### src/rtl/spi_slave_ctrl.sv
// -----------------------------------------------------------------------------
// spi_slave_ctrl
//
// SPI mode-0 slave frame controller. SCK, CS_N and MOSI are oversampled in the
// clk domain. Each CS_N-low frame is one command byte followed by data bytes:
//   cmd[7]          : 1 = read burst, 0 = write burst
//   cmd[ADDR_W-1:0] : start address (auto-increments per data byte)
// The register bank is driven through a simple single-cycle port.
//
// Ports:
//   clk        system clock, all logic on rising edge
//   rst_n      asynchronous active-low reset
//   sck        SPI clock from master (asynchronous)
//   cs_n       SPI chip select, active low (asynchronous)
//   mosi       SPI data from master (asynchronous)
//   miso       SPI data to master (MSB first)
//   miso_oe    miso drive enable, high while the synchronized CS is active
//   reg_addr   register address
//   reg_wdata  register write data
//   reg_wr     one-cycle write strobe
//   reg_rd     one-cycle read strobe
//   reg_rdata  register read data, valid exactly one clk after reg_rd
//   busy       synchronized CS active
//   frame_err  one-cycle pulse when a frame ends on a partial byte
// -----------------------------------------------------------------------------
module spi_slave_ctrl #(
    parameter int ADDR_W      = 7,
    parameter int SYNC_STAGES = 2
) (
    input  logic              clk,
    input  logic              rst_n,
    input  logic              sck,
    input  logic              cs_n,
    input  logic              mosi,
    output logic              miso,
    output logic              miso_oe,
    output logic [ADDR_W-1:0] reg_addr,
    output logic [7:0]        reg_wdata,
    output logic              reg_wr,
    output logic              reg_rd,
    input  logic [7:0]        reg_rdata,
    output logic              busy,
    output logic              frame_err
);

    // -------------------------------------------------------------------------
    // Frame state machine encoding
    // -------------------------------------------------------------------------
    typedef enum logic [2:0] {
        ST_IDLE     = 3'd0,
        ST_CMD      = 3'd1,
        ST_WDATA    = 3'd2,
        ST_RD_ISSUE = 3'd3,
        ST_RD_LOAD  = 3'd4,
        ST_RDATA    = 3'd5
    } state_t;

    state_t state_q, state_d;

    // -------------------------------------------------------------------------
    // Input synchronizers
    // -------------------------------------------------------------------------
    logic [SYNC_STAGES-1:0] sck_sync_q,  sck_sync_d;
    logic [SYNC_STAGES-1:0] cs_sync_q,   cs_sync_d;
    logic [SYNC_STAGES-1:0] mosi_sync_q, mosi_sync_d;

    // Tracks how far real pin samples have propagated since reset release.
    // The CS synchronizer resets to "deasserted", so without this a CS_N that
    // is already low at reset release would look like a fresh falling edge.
    // Bit SYNC_STAGES set means cs_prev_q holds a genuine sample.
    logic [SYNC_STAGES:0]   sync_vld_q,  sync_vld_d;

    logic sck_prev_q, sck_prev_d;
    logic cs_prev_q,  cs_prev_d;

    logic sck_s;
    logic cs_s;
    logic mosi_s;

    always_comb begin
        sck_sync_d  = {sck_sync_q[SYNC_STAGES-2:0],  sck};
        cs_sync_d   = {cs_sync_q[SYNC_STAGES-2:0],   cs_n};
        mosi_sync_d = {mosi_sync_q[SYNC_STAGES-2:0], mosi};
        sync_vld_d  = {sync_vld_q[SYNC_STAGES-1:0],  1'b1};
        sck_prev_d  = sck_s;
        cs_prev_d   = cs_s;
    end

    always_ff @(posedge clk or negedge rst_n) begin
        if (!rst_n) begin
            sck_sync_q  <= '0;
            cs_sync_q   <= '1;
            mosi_sync_q <= '0;
            sync_vld_q  <= '0;
            sck_prev_q  <= 1'b0;
            cs_prev_q   <= 1'b1;
        end else begin
            sck_sync_q  <= sck_sync_d;
            cs_sync_q   <= cs_sync_d;
            mosi_sync_q <= mosi_sync_d;
            sync_vld_q  <= sync_vld_d;
            sck_prev_q  <= sck_prev_d;
            cs_prev_q   <= cs_prev_d;
        end
    end

    assign sck_s  = sck_sync_q[SYNC_STAGES-1];
    assign cs_s   = cs_sync_q[SYNC_STAGES-1];
    assign mosi_s = mosi_sync_q[SYNC_STAGES-1];

    // -------------------------------------------------------------------------
    // Edge detection
    // -------------------------------------------------------------------------
    logic sck_rise;
    logic sck_fall;
    logic cs_fall;
    logic cs_rise;
    logic in_frame;
    logic bit_rise;
    logic bit_fall;
    logic byte_done;

    logic [2:0] bit_cnt_q, bit_cnt_d;
    logic [6:0] rx_sr_q,   rx_sr_d;
    logic [7:0] tx_sr_q,   tx_sr_d;
    logic [7:0] rx_next;

    assign sck_rise = sck_s & ~sck_prev_q;
    assign sck_fall = ~sck_s & sck_prev_q;
    assign cs_fall  = ~cs_s & cs_prev_q & sync_vld_q[SYNC_STAGES];
    assign cs_rise  = cs_s & ~cs_prev_q;

    // The bit engine is frozen in IDLE; this also keeps a CS_N that was held
    // low across reset from clocking bits into a frame that never started.
    assign in_frame  = (state_q != ST_IDLE);
    assign bit_rise  = sck_rise & in_frame;
    assign bit_fall  = sck_fall & in_frame;

    // Byte as it will look after the current rise has shifted in MOSI.
    assign rx_next   = {rx_sr_q, mosi_s};
    assign byte_done = bit_rise & (bit_cnt_q == 3'd7);

    // -------------------------------------------------------------------------
    // FSM: state register
    // -------------------------------------------------------------------------
    always_ff @(posedge clk or negedge rst_n) begin
        if (!rst_n) begin
            state_q <= ST_IDLE;
        end else begin
            state_q <= state_d;
        end
    end

    // -------------------------------------------------------------------------
    // FSM: next-state logic
    // -------------------------------------------------------------------------
    always_comb begin
        state_d = state_q;
        case (state_q)
            ST_IDLE: begin
                if (cs_fall) begin
                    state_d = ST_CMD;
                end
            end
            ST_CMD: begin
                if (byte_done) begin
                    state_d = rx_next[7] ? ST_RD_ISSUE : ST_WDATA;
                end
            end
            ST_WDATA: begin
                state_d = ST_WDATA;
            end
            ST_RD_ISSUE: begin
                state_d = ST_RD_LOAD;
            end
            ST_RD_LOAD: begin
                state_d = ST_RDATA;
            end
            ST_RDATA: begin
                if (byte_done) begin
                    state_d = ST_RD_ISSUE;
                end
            end
            default: begin
                state_d = ST_IDLE;
            end
        endcase

        // CS deassertion ends the frame from any state. A coincident
        // byte_done still has its datapath effect below; only the follow-on
        // state (e.g. a read prefetch) is abandoned.
        if (cs_rise) begin
            state_d = ST_IDLE;
        end
    end

    // -------------------------------------------------------------------------
    // FSM: outputs
    // -------------------------------------------------------------------------
    logic [ADDR_W-1:0] reg_addr_q,  reg_addr_d;
    logic [7:0]        reg_wdata_q, reg_wdata_d;
    logic              reg_wr_q,    reg_wr_d;
    logic              frame_err_q, frame_err_d;

    always_comb begin
        reg_rd    = (state_q == ST_RD_ISSUE);
        reg_wr    = reg_wr_q;
        reg_addr  = reg_addr_q;
        reg_wdata = reg_wdata_q;
        frame_err = frame_err_q;
        miso      = tx_sr_q[7];
        busy      = ~cs_s;
        miso_oe   = ~cs_s;
    end

    // -------------------------------------------------------------------------
    // Datapath: shift registers, bit counter, address and strobes
    // -------------------------------------------------------------------------
    always_comb begin
        bit_cnt_d   = bit_cnt_q;
        rx_sr_d     = rx_sr_q;
        tx_sr_d     = tx_sr_q;
        reg_addr_d  = reg_addr_q;
        reg_wdata_d = reg_wdata_q;
        reg_wr_d    = 1'b0;
        frame_err_d = 1'b0;

        if (state_q == ST_IDLE) begin
            bit_cnt_d = 3'd0;
            rx_sr_d   = 7'd0;
            tx_sr_d   = 8'd0;
        end else begin
            if (bit_rise) begin
                rx_sr_d   = rx_next[6:0];
                bit_cnt_d = bit_cnt_q + 3'd1;
            end

            // Only falls inside a byte advance miso. The fall that follows a
            // byte's last rise must leave the freshly loaded read byte alone,
            // so its MSB is still on miso at the first rise of the next byte.
            if (bit_fall && (bit_cnt_q != 3'd0)) begin
                tx_sr_d = {tx_sr_q[6:0], 1'b0};
            end

            if (state_q == ST_RD_LOAD) begin
                tx_sr_d = reg_rdata;
            end

            if (byte_done) begin
                case (state_q)
                    ST_CMD: begin
                        reg_addr_d = rx_next[ADDR_W-1:0];
                    end
                    ST_WDATA: begin
                        reg_wdata_d = rx_next;
                        reg_wr_d    = 1'b1;
                    end
                    ST_RDATA: begin
                        reg_addr_d = reg_addr_q + ADDR_W'(1);
                    end
                    default: begin
                    end
                endcase
            end

            // End of frame: discard any partial byte. byte_done leaves
            // bit_cnt_q at 7, so it is excluded explicitly from the error.
            if (cs_rise) begin
                bit_cnt_d = 3'd0;
                if (!byte_done && (bit_cnt_q != 3'd0)) begin
                    frame_err_d = 1'b1;
                end
            end
        end

        // Write address advances the clk after the strobe so the bank sees
        // the strobe with the address it was written for.
        if (reg_wr_q) begin
            reg_addr_d = reg_addr_q + ADDR_W'(1);
        end
    end

    always_ff @(posedge clk or negedge rst_n) begin
        if (!rst_n) begin
            bit_cnt_q   <= 3'd0;
            rx_sr_q     <= 7'd0;
            tx_sr_q     <= 8'd0;
            reg_addr_q  <= '0;
            reg_wdata_q <= 8'd0;
            reg_wr_q    <= 1'b0;
            frame_err_q <= 1'b0;
        end else begin
            bit_cnt_q   <= bit_cnt_d;
            rx_sr_q     <= rx_sr_d;
            tx_sr_q     <= tx_sr_d;
            reg_addr_q  <= reg_addr_d;
            reg_wdata_q <= reg_wdata_d;
            reg_wr_q    <= reg_wr_d;
            frame_err_q <= frame_err_d;
        end
    end

endmodule

### config.mk
export PLATFORM = sky130hd
export DESIGN_NAME = spi_slave_ctrl
export DESIGN_NICKNAME = d
export VERILOG_FILES = /design/src/rtl/spi_slave_ctrl.sv
export SDC_FILE = /design/constraint.sdc
export NUM_CORES = 1
export LEC_CHECK = 0
export ABC_AREA = 1
export CAP_MARGIN = 40
export CORE_UTILIZATION = 25
export CTS_BUF_LIST = sky130_fd_sc_hd__clkbuf_8
export CTS_CLUSTER_DIAMETER = 50
export DETAILED_ROUTE_END_ITERATION = 7
export PLACE_DENSITY = 0.39
export RECOVER_POWER = 100
export SYNTH_ARGS = -nofsm -noshare
export SYNTH_HDL_FRONTEND = slang
export SYNTH_SLANG_ARGS = --single-unit
### constraint.sdc
create_clock -name clk -period 4.3 [get_ports clk]
set_input_delay 0.86 -clock clk [delete_from_list [all_inputs] [get_ports clk]]
set_output_delay 0.86 -clock clk [all_outputs]
set_load 0.05 [all_outputs]
# Word level (Yosys, flattened, before mapping)
# Cells that the tools add are included.
# word_totals
register_bits,49
out_inout_bits,21
elab_cells,77
# op_classes
addsub,2
n_eq_ne,10
muxes,24
bitwise,13
n_reduce_logical,14
# ops
operator,count
7-bit two-way mux,5
8-bit two-way mux,3
3-bit two-way mux,7
3-bit case mux with 6 select lines,1
3-bit nonzero test,5
7-bit case mux with 2 select lines,1
"3-bit == test, second input constant",3
"3-bit inequality test, second input constant",3
3-bit AND reduction,3
1-bit bitwise AND,8
"7-bit by 1-bit adder with 7-bit output, second input constant",1
1-bit two-way mux,7
"3-bit by 2-bit == test with 1-bit output, second input constant",2
1-bit inverter,5
2-bit nonzero test,2
"3-bit by 1-bit adder with 3-bit output, second input constant",1
"3-bit by 1-bit == test with 1-bit output, second input constant",1
3-bit logical NOT,1
1-bit logical AND,2
"2-bit inequality test, second input constant",1
1-bit logical NOT,1

# Depth between registers and ports, before layout
# logic_depth
depth_word,9
mapped_depth,8
mapped_depth_nobuf,7

# Least setup slack after synthesis
# No wires, ideal clock.
# synth_timing
path_type,register to output
startpoint,register state_q[1]
endpoint,output port reg_rd
t_arrival_ns,1.578
t_required_ns,3.440
path_slack_ns,1.862
stages_incl_launch_ff,3
path_cell_list,dfrtp_1 inv_1 nor3_1
# synth_via
elab_chain_len,1
# synth_rtl
item,line_no,source
start: declaration,58,"state_t state_q, state_d;"
start signal: assignment,150,state_q <= state_d;
3-bit by 2-bit == test with 1-bit output,206,reg_rd = (state_q == ST_RD_ISSUE);
end: declaration,40,"output logic reg_rd,"
# Every way passes these cells.

# Final worst setup path
# Same ends and word-level chain as after synthesis.

==> results by group <==
Run status
  • Outcome: finished, final reports clean

Synth
  • Syn nets: 249
  • Gate Count Post-Synth: around 230
  • Top-area cell type share of the netlist area: a little over half
  • Ys Warns: 0
  • Flops & latches, synth: 49
  • Synth top area cells: dfrtp_1 (53%), nand2_1 (8.3%), nand3_1 (6.2%), inv_1 (4.8%), dfstp_2 (3.6%)
  • EDFF count, synth: 0
  • Post-Synthesis Cell Area: 2170 µm²
  • Sequential area share after synthesis: a little under three fifths
  • Post-synth cell types: 28
  • Area leader, netlist: dfrtp_1
  • Share of async-settable or async-resettable flops after synthesis: 100%
  • Prevailing post-synth register cell: dfrtp_1
  • Post-Syn Area per Cell: 9.36 µm²

Final layout
  • Antenna Cells: 0
  • Final instance area: approximately 2600 µm²
  • Commonest non-fill, non-tap cell in the layout: nand2_1
  • Register area: 1230 µm²
  • Filler instances: slightly below 900
  • Layout cells sized above 1: under 10%
  • Layout overhead on the synthesized area: 21.9%
  • Area taken by multi-input logic gates: 726 µm²
  • # nets final: 285
  • Commonest cells after routing, fill and taps aside: nand2_1 (50), dfrtp_1 (46), inv_1 (29)

Power
  • Power Density: 413 nW/µm²
  • Comb power frac: roughly a fifth
  • Net switching power: 0.344 mW
  • Sw Share: between 30% and 40%
  • P_int: 0.749 mW
  • Worst VDD drop: 0.144 mV
  • Reg power frac: between 40% and 50%
  • Clock network fraction of total power: 30.8%
  • Power, Total: between 1 and 1.5 mW
  • Leakage: about 1.3 nW

Min path
  • Min-delay src: sync_vld_q[1]$_DFF_PN0_
  • Hold Path Class: reg -> reg
  • Hold path depth: 0
  • Hold endpoint: sync_vld_q[2]$_DFF_PN0_

Global route
  • Initial antenna violation count: 0
  • Vias in the first global route: between 1500 and 2000
  • Tot GR Track Use: 11.9%
  • Pin count of the biggest net entering global routing: 50
  • Global-route wire length before repair: 8110 µm
  • GRT overflow: 0

Die
  • Full die area: 9060 µm²
  • Die Wd: roughly 95 µm
  • Std-Cell Rows: 33
  • Die H: 95.2 µm
  • Initial Utilization: a little over a quarter
  • Core Region: roughly 8300 µm²
  • Ports: 34

Timing
  • Worst Tran Pin Value: approximately 0.84 ns
  • FMAX: 356 MHz
  • Final setup TNS: 0 ns
  • RSZ-0062 raised after global routing: false
  • Max-slew headroom: a little over two fifths
  • Endpoints failing setup: 0
  • Max-slew violations: 0
  • Final Hold Vio Count: 0
  • Final worst path period need: 2.81 ns
  • Final Cycle Share: between 60 and 70%
  • Clock skew: 0.00952 ns
  • Final Hold Slack: approximately 0.35 ns

Clock tree
  • Cts hold-fix bufs: 0
  • Number of CTS-inserted buffers: 5
  • CTS tree: done
  • Post-CTS setup buffer count: 0
  • Clock sink total: a little under 50
  • Htree depth: 2
  • Reg clk slew, reported paths: roughly 0.090 ns
  • CTS root buffer: clkbuf_8
  • Post-cts sizing count: 0
  • Clock buffer depth: 2
  • Worst-skew pair later-pin latency: ~0.31 ns

Critical path
  • RR Endpoint: reg_wdata[2]$_DFFE_PN0P_
  • Crit path launch type: flip-flop
  • Worst reg2reg path startpoint: state_q[1]$_DFFE_PN0P_
  • Critical path required time: roughly 3.4 ns
  • Crit path arrival time: 1.95 ns
  • Register-to-Register Path Depth: 5
  • CP endpoint kind: output pin
  • Internal reg-to-reg setup slack: between 2 and 2.5 ns
  • CP Max Fanout: 5
  • WS Path Type: reg -> out

Drt
  • Routed WL: around 4700 µm
  • Via count: about 1600
  • Initial drt markers: 64
  • 1st-pass router iterations: 4
  • WL per Instance: 12.6 µm
  • DR DRC count: 0
  • DRT antenna net count: 0
  • Vias per cell: around 4.4

Place
  • Hpwl dp: about 3200 µm
  • RePlAce Congestion: between 0.7 and 0.8
  • PortBufs: 33
  • Placed inst area: 2590 µm²

Job
  • Max Cap Viol: 0
## sequential cells by signal (all words and copies together) (netlist names)
signal / count
reg_wdata: 8
sck_sync_q: 2
state_q: 3
cs_prev_q: 1
sck_prev_q: 1
reg_addr: 7
mosi_sync_q: 2
frame_err: 1
bit_cnt_q: 3
cs_sync_q: 2
rx_sr_q: 7
sync_vld_q: 3
tx_sr_q: 8
reg_wr: 1
## power groups by stage
stage / combinational, mW / sequential (mW) / clock [mW]
2_1_floorplan: 0.164 / 0.543 / 0
6_report: 0.231 / 0.525 / 0.337
4_1_cts: 0.251 / 0.526 / 0.354
5_1_grt: 0.263 / 0.531 / 0.370
3_3_place_gp: 0.251 / 0.534 / 0
3_5_place_dp: 0.250 / 0.535 / 0
## layout make-up
| cell class | count | share of cell area (%) |
|---|---|---|
| multi-input cells | 148 | 27.4 |
| clock inverters | 3 | 1.75 |
| flip-flops and latches | 49 | 46.5 |
| repair buffers | 34 | 12.6 |
| clock buffers | 5 | 2.60 |
| inverters | 30 | 4.25 |
| well taps | 105 | 4.96 |
## Yosys cell counts (2+ instances only)
library cell,count
nand3_1,27
nand4_1,4
dfstp_2,3
inv_2,2
o21ai_0,15
nor2_1,12
o21ai_2,8
o22ai_1,9
dfrtp_1,46
clkbuf_1,2
inv_1,28
nand2_2,2
nor2_2,2
nand2_1,48
ha_1,4
a21oi_1,8
## cells by family after synthesis
group,synth area share [%]
XOR/XNOR,0.403
buffers and inverters,7.32
AO/OA/AOI/OAI,11.5
flip-flops,56.6
multiplexers,0.461
other,0.173
AND/OR/NAND/NOR,21.3
adder cells (fa/ha/maj),2.30
## worst max-delay path by stage
stage                           startpoint     end  slack (ns)
floorplan           state_q[1]$_DFFE_PN0P_  reg_rd        1.86
global placement    state_q[1]$_DFFE_PN0P_  reg_rd        1.84
detailed placement  state_q[1]$_DFFE_PN0P_  reg_rd        1.84
CTS                 state_q[1]$_DFFE_PN0P_  reg_rd        1.49
global route        state_q[1]$_DFFE_PN0P_  reg_rd        1.40
finish              state_q[1]$_DFFE_PN0P_  reg_rd        1.49
## critical path, cell delays in order, from the launching register on
cell	delay, ns
dfrtp_1	0.41
inv_1	0.09
nor3_1	0.24
dlygate4sd3_1	0.91
## routing by layer
metal / routed length, µm / GRT usage (%) / part of all wire [%]
met1: 2380 / 16.0 / 51
met2: 2080 / 18.5 / 44
met3: 148 / 2.63 / 3.2
met4: 77 / 4.55 / 1.6
met5: 0 / 0 / 0
## stage by stage
| stage | setup slack [ns] | utilization (%) | cells |
|---|---|---|---|
| 6_report | 1.49 | 31.9 | 374 |
| 5_1_grt | 1.40 | 31.9 | 374 |
| 4_1_cts | 1.49 | 32.6 | 374 |
| 3_5_place_dp | 1.84 | 31.2 | 366 |
| 3_3_place_gp | 1.84 | 31.2 | 366 |
| 2_1_floorplan | 1.86 | - | 232 |
Power figures use the tool's default switching activity.
